File: config.mk
export PLATFORM = sky130hd
export DESIGN_NAME = dmem_arbiter
export DESIGN_NICKNAME = d
export VERILOG_FILES = /design/src/rtl/dmem_arb_pkg.sv /design/src/rtl/dmem_arbiter.sv
export SDC_FILE = /design/constraint.sdc
export NUM_CORES = 1
export LEC_CHECK = 0
export BUFFER_PORTS_ARGS = -buffer_cell sky130_fd_sc_hd__buf_2
export CAP_MARGIN = 30
export CORE_AREA = 2 2 116 118
export CTS_CLUSTER_SIZE = 24
export DETAILED_ROUTE_END_ITERATION = 6
export DIE_AREA = 0 0 118 120
export GPL_TIMING_DRIVEN = 0
export HOLD_SLACK_MARGIN = 0.08
export MAX_ROUTING_LAYER = met4
export PLACE_DENSITY_LB_ADDON = 0.1
export SLEW_MARGIN = 20
export SYNTH_ARGS = -nofsm -noshare
export SYNTH_HDL_FRONTEND = slang
export SYNTH_SLANG_ARGS = --single-unit
File: constraint.sdc
create_clock -name clk -period 2.2 [get_ports clk]
set_input_delay 0.33 -clock clk [delete_from_list [all_inputs] [get_ports clk]]
set_output_delay 0.33 -clock clk [all_outputs]
set_load 0.02 [all_outputs]
File: src/rtl/dmem_arb_pkg.sv
// dmem_arb_pkg: arbiter states and default sizing shared by the data-memory arbiter
package dmem_arb_pkg;
    typedef enum logic [1:0] {ST_IDLE, ST_CPU_BUSY, ST_DMA_BUSY} arb_state_t;
    localparam int DEF_ADDR_W      = 32;
    localparam int DEF_DATA_W      = 32;
    localparam int DEF_MAX_CPU_RUN = 4;
    localparam int DEF_TIMEOUT     = 16;
endpackage

File: src/rtl/dmem_arbiter.sv
// dmem_arbiter: shares the data-memory port between the MEM stage and a DMA master
module dmem_arbiter
    import dmem_arb_pkg::*;
#(
    parameter int ADDR_W      = DEF_ADDR_W,
    parameter int DATA_W      = DEF_DATA_W,
    parameter int MAX_CPU_RUN = DEF_MAX_CPU_RUN,
    parameter int TIMEOUT     = DEF_TIMEOUT
) (
    input  logic              clk,
    input  logic              reset,
    input  logic              MemRead_MEM,
    input  logic              MemWrite_MEM,
    input  logic [ADDR_W-1:0] ALUOut_MEM,
    input  logic [DATA_W-1:0] rt_MEM,
    output logic [DATA_W-1:0] cpu_rdata,
    output logic              cpu_stall,
    input  logic              dma_req,
    input  logic              dma_we,
    input  logic [ADDR_W-1:0] dma_addr,
    input  logic [DATA_W-1:0] dma_wdata,
    output logic              dma_ack,
    output logic [DATA_W-1:0] dma_rdata,
    output logic              mem_req,
    output logic              mem_we,
    output logic [ADDR_W-1:0] mem_addr,
    output logic [DATA_W-1:0] mem_wdata,
    input  logic [DATA_W-1:0] mem_rdata,
    input  logic              mem_ready,
    output logic              bus_err
);
    localparam int RW = $clog2(MAX_CPU_RUN + 1);
    localparam int WW = $clog2(TIMEOUT);
    arb_state_t    state, state_nx;
    logic [RW-1:0] run_cnt;
    logic [WW-1:0] wd_cnt;
    logic          cpu_req, busy, abort, done, grant_cpu, grant_dma;
    always_comb begin
        cpu_req   = MemRead_MEM | MemWrite_MEM;
        busy      = state != ST_IDLE;
        abort     = busy & ~mem_ready & (wd_cnt == WW'(TIMEOUT - 1));
        done      = mem_ready | abort;
        // DMA wins a contested IDLE only once the CPU has used up its run
        grant_dma = ~busy & dma_req & (~cpu_req | (run_cnt == RW'(MAX_CPU_RUN)));
        grant_cpu = ~busy & cpu_req & ~grant_dma;
        state_nx  = grant_cpu ? ST_CPU_BUSY :
                    grant_dma ? ST_DMA_BUSY :
                    (busy & done) ? ST_IDLE : state;
        mem_req   = busy;
        cpu_stall = cpu_req & ~((state == ST_CPU_BUSY) & done);
        cpu_rdata = ((state == ST_CPU_BUSY) & mem_ready) ? mem_rdata : '0;
        dma_ack   = (state == ST_DMA_BUSY) & done;
        dma_rdata = ((state == ST_DMA_BUSY) & mem_ready) ? mem_rdata : '0;
        bus_err   = abort;
    end
    always_ff @(posedge clk or posedge reset) begin
        if (reset) begin
            state     <= ST_IDLE;
            run_cnt   <= '0;
            wd_cnt    <= '0;
            mem_we    <= 1'b0;
            mem_addr  <= '0;
            mem_wdata <= '0;
        end else begin
            state  <= state_nx;
            wd_cnt <= (grant_cpu | grant_dma) ? '0 : busy ? wd_cnt + 1'b1 : wd_cnt;
            if (grant_dma)
                run_cnt <= '0;
            else if (grant_cpu)
                run_cnt <= ~dma_req ? '0 : (run_cnt == RW'(MAX_CPU_RUN)) ? run_cnt : run_cnt + 1'b1;
            if (grant_cpu) begin
                mem_we    <= MemWrite_MEM;
                mem_addr  <= ALUOut_MEM;
                mem_wdata <= rt_MEM;
            end else if (grant_dma) begin
                mem_we    <= dma_we;
                mem_addr  <= dma_addr;
                mem_wdata <= dma_wdata;
            end
        end
    end
endmodule
### Word level (Yosys, flattened, before mapping)

Index checks and enable logic that the tools add are counted.
Widths: inputs -> output; s select.

| operators by class | value |
|---|---|
| $add $sub $neg | 2 |
| $mul | 0 |
| div/mod/pow operators | 0 |
| magnitude comparators | 0 |
| eq/ne operators | 5 |
| shifts and indexed selects | 0 |
| mux-type cells | 17 |
| bitwise operators | 21 |
| reductions and logical operators | 5 |

Operators with widths:

| kind | count |
|---|---|
| $mux 32 | 6 |
| $and 1x1->1 | 12 |
| $mux 3 | 4 |
| $mux 4 | 2 |
| $mux 2 | 3 |
| $reduce_bool 2->1 | 3 |
| $not 1->1 | 5 |
| $add 4x1->4 const B | 1 |
| $eq 4x4->1 const B | 1 |
| $or 1x1->1 | 4 |
| $add 3x1->3 const B | 1 |
| $eq 3x3->1 const B | 1 |
| $ne 3x3->1 const B | 1 |
| $reduce_bool 3->1 | 1 |
| $eq 2x1->1 const B | 1 |
| $eq 2x2->1 const B | 1 |
| $mux 1 | 2 |
| $reduce_and 2->1 | 1 |

| word-level totals | value |
|---|---|
| flip-flop bits (word level) | 74 |
| bits in latches | 0 |
| memory bits (writable) | 0 |
| ROM bits | 0 |
| bits of input ports | 167 |
| output and inout port bits | 133 |
| word-level logic and storage cells | 56 |
| memories | 0 |

### Depth between registers and ports, before layout

| depth | value |
|---|---|
| depth in word-level cells | 8 |
| depth in mapped cells | 7 |
| gate-level depth less buffers | 5 |

### Least setup slack after synthesis

OpenSTA, ideal clock, no wires.

| timing | value |
|---|---|
| path kind | reg2out |
| start | reg state[1] |
| end | out dma_ack |
| data arrival time | 1,432 ps |
| data required time | 1,870 ps |
| setup slack | 438 ps |
| stages on the path, launching flop included | 6 |
| buffers on the path | 1 |
| cells stage by stage | dfrtp_1 buf_2 nor2_4 inv_2 a41oi_1 nor3b_1 |

| between the ends | value |
|---|---|
| word-level cells in the longest chain between the ends | 5 |
| elaborated cells between the ends (all ways) | 6 |
| those cells by class | eq/ne (1); bitwise (4); reduce/logical (1) |

RTL lines:

| what | RTL line | RTL |
|---|---|---|
| start, declared | dmem_arbiter.sv:34 | `arb_state_t state, state_nx;` |
| start signal, assigned | dmem_arbiter.sv:65 | `state <= state_nx;` |
| $reduce_bool 2->1 | dmem_arbiter.sv:40 | `busy = state != ST_IDLE;` |
| $and 1x1->1 (2 in series) | dmem_arbiter.sv:41 | `abort = busy & ~mem_ready & (wd_cnt == WW'(TIMEOUT - 1));` |
| $or 1x1->1 | dmem_arbiter.sv:42 | `done = mem_ready \| abort;` |
| $and 1x1->1 * | dmem_arbiter.sv:52 | `dma_ack = (state == ST_DMA_BUSY) & done;` |
| end, declared | dmem_arbiter.sv:22 | `output logic dma_ack,` |

Every way passes the cells marked *; elsewhere a longest branch is shown, timed or not.

### Worst setup path after layout

| timing | value |
|---|---|
| start | reg state[0] |
| end | out dma_rdata[3] |

| between the ends | value |
|---|---|
| word-level cells in the longest chain between the ends | 3 |

RTL lines:

| what | RTL line | RTL |
|---|---|---|
| $eq 2x2->1 | dmem_arbiter.sv:53 | `dma_rdata = ((state == ST_DMA_BUSY) & mem_ready) ? mem_rdata : '0;` |
| $and 1x1->1 | dmem_arbiter.sv:53 |  |
| $mux 32 | dmem_arbiter.sv:53 |  |
| end, declared | dmem_arbiter.sv:23 | `output logic [DATA_W-1:0] dma_rdata,` |

Every way passes these cells.

==> metrics <==
status=complete, no violations; Max Clk Rate=478 MHz; H-Tree Level Count=3; Routed WL per cell=17.5 um; CTS tree=yes; Pre-antenna DRT Iters=4; fin crit period=2.09 ns; gp weighted congestion=0.813; CP Depth=5; Min-Delay Path Class=input port to flop; IO Port Bufs=299; maximum vdd drop=0.000559 V; Final Core Density=49.2%; MaxCap Viol Count=0; sequential element share of the synthesized area=43.6%; Pwr Density=1310 nW/um^2; Top Layer Used=met4; WP data required=1.87 ns; via-per-instance ratio=5.23; total grt overflow=0; clk_lat worst skew=0.34 ns; slowest stage cell, crit path=dfrtp_2; slew of the pin with the lowest slew margin=0.567 ns; cells on worst reg2reg path=6; ranking of synthesized cells by area=dfrtp_1 44%, and2_1 9.4%, a2111oi_0 6.8%; Clock Skews=0.00554 ns; top cell type's share of synthesized area=43.6%; initial core utilization=32.7%; Num CTS Buffers=9; Seq cells post-synth=74; Total GRT Usage=23.4%; Worst setup SP type=flop; reg2reg setup slack=0.24 ns; Hold EP=mem_wdata[12]; # IOs=300; met2 WL=8.00 mm; vias in the first global route=4,859; synth unique cells=39; Synth Area per Inst=9.82 um^2; Fin Hold WS=0.216 ns; Synth Instances=433; r2r startpoint=state[1]; Worst setup EP type=primary output; Synth Cell Area=4250 um^2; die width=118 um; Lkg Pwr=3.12 nW; register clock-pin slew on the reported worst setup and hold paths=0.06 ns; met3 wire length=1.14 mm; fin crit share=95.0%; Setup TNS=0 ns; Antenna Nets Post-Route=0; reg2reg end=mem_wdata[0]; Slew headroom=61.2%; core footprint=13,000 um^2; crit path DAT=1.76 ns; cell chain of the critical path=inv_1, and3_2, clkbuf_2, and2_1, buf_2; DP Area=6010 um^2; Final Hold Viols=0; RSZ-0062 raised after global routing=no; Placed Instances=910; CTS sink cnt=74; CTS Buffer Depth=2; wire length on met1=6.58 mm; Iteration-0 DRC Markers=203; endpoints failing setup=0; Min-Delay Startpoint=dma_wdata[12]; die height=120 um; Final #Nets=918; crit-path leading delay family=buffers and inverters; hold path depth=2; Post-Synth Adder-Cell Area=0.883%; Compound-Gate Fraction of Synth Area=26.8%; EDFF count, synth=0; Post-synth ARST share=100%; Area growth, synth to finish=50.2%; drt drc=0; area of the die=14,200 um^2; CP max FO=10; first-pass GRT wire length=25.5 mm; kind of critical path=flop to primary output; HPWL after DPL=12.6 mm; post-synthesis mux area share=0.265%; Synth Area in Simple Gates=22.1%; WL final=16.3 mm; YS warnings=0; Root Driver=clkbuf_16; main combinational cell family by area after synthesis=compound AO/OA/AOI/OAI gates; CP max stage delay=0.45 ns; final std cells w/o fill=931; vias after detailed routing=4,872; syn_nets=603; FP Rows=42; area leader, netlist=dfrtp_1; layout cell share with drive strength beyond 1=50.1%; Buf/Inv on CP=3; fillers=1,301; largest net degree at the start of global routing=32; ys flop type=dfrtp_1; antenna violations before repair=2; final slew viol count=0; Final Cell Area=6380 um^2; post-synthesis xor/xnor area fraction=0.206%
synth_stat cells, drive strengths merged (3+ instances only):
master,instances
a221o,32
inv,5
ha,3
and3,3
a21boi,31
a21oi,35
dfrtp,74
and2,64
nor2,5
nand2,4
clkbuf,32
o21ai,4
a2111oi,33
buf,19
nor3,36
nand3,4
nor4,33
repair_timing:
item,4_1_cts,5_1_grt
setup endpoints to repair,64,53
resized for setup,11,7
buffers inserted,2,0
hold buffers,1,0
pin swaps,2,1
hold endpoints to repair,20,0
worst register-to-register path, stage by stage, from the launching register on:
cell and delay (ns):
dfrtp_1 0.37, buf_2 0.18, nor2_4 0.16, buf_4 0.19, clkbuf_1 0.43, a21boi_0 0.20
a221o_2 0.32
worst max path at each step:
| stage | to | from | slack [ns] |
|---|---|---|---|
| floorplan | dma_ack | state[1] | 0.44 |
| global placement | cpu_rdata[4] | state[0] | -0.09 |
| detailed placement | cpu_rdata[7] | state[0] | -0.16 |
| CTS | mem_req | state[1] | 0.005 |
| global route | cpu_rdata[7] | state[1] | 0.003 |
| finish | dma_rdata[3] | state[0] | 0.11 |
metal layers:
metal / global-route usage [%] / vias up
met1: 27.1 / 2305
met2: 38.7 / 222
met4: 10.8 / 0
met5: - / -
li1: - / 2314
met3: 5.23 / 31
report_power, final:
group | switching (mW) | internal, mW | total, mW
registers | 0.382 | 2.04 | 2.42
clock network | 0.597 | 0.882 | 1.48
logic | 2.75 | 1.72 | 4.47
layout by cell type (no fill, tap or decap), types with 2 or more instances in the layout:
| cell | netlist | layout |
|---|---|---|
| diode_2 | 0 | 2 |
| dfrtp_1 | 74 | 73 |
| ha_1 | 3 | 3 |
| a21o_1 | 2 | 2 |
| nor3_4 | 2 | 2 |
| clkinv_2 | 0 | 2 |
| clkbuf_1 | 30 | 24 |
| clkinv_4 | 0 | 2 |
| o21ai_0 | 4 | 4 |
| nor2_1 | 3 | 3 |
| nor3_1 | 34 | 34 |
| a2111oi_0 | 33 | 33 |
| or3_1 | 2 | 2 |
| a21boi_0 | 31 | 31 |
| a21oi_1 | 35 | 35 |
| and3_1 | 3 | 2 |
| a221o_2 | 18 | 18 |
| buf_4 | 1 | 3 |
| clkbuf_2 | 2 | 8 |
| and2_1 | 64 | 64 |
| buf_2 | 14 | 313 |
| buf_12 | 0 | 2 |
| buf_6 | 4 | 4 |
| inv_1 | 4 | 3 |
| nand3_1 | 3 | 3 |
| nor4_1 | 33 | 33 |
| a221o_1 | 14 | 14 |
| nand2_1 | 4 | 4 |
| clkbuf_16 | 0 | 9 |
stage by stage:
stage	setup slack [ns]	total power [mW]
final	0.110	8.37
after global routing	0.00251	8.93
after CTS	0.00514	8.43
after detailed placement	-0.160	6.85
after global placement	-0.0860	6.78
after floorplan	0.438	5.28
cell families after synthesis:
family,after synthesis
adder cells (fa/ha/maj),3
multiplexers,1
buffers and inverters,56
AO/OA/AOI/OAI,143
flip-flops,74
AND/OR/NAND/NOR,155
XOR/XNOR,1
cell type report:
class	count	area (um^2)	area share, %
Inverter	5	25.0	0.392
Clock buffer	10	229	3.59
Tap cell	176	220	3.45
Antenna cell	2	5.00	0.0784
Clock inverter	6	66.3	1.04
Multi-Input combinational cell	303	2170	33.9
Buffer	51	254	3.98
Timing Repair Buffer	304	1560	24.5
Sequential cell	74	1850	29.0
flip-flops by register name (all words and copies together) (netlist names):
register and cells:
mem_addr 32, mem_wdata 32, mem_we 1, run_cnt 3, state 2, wd_cnt 4
Power figures use the tool's default switching activity.
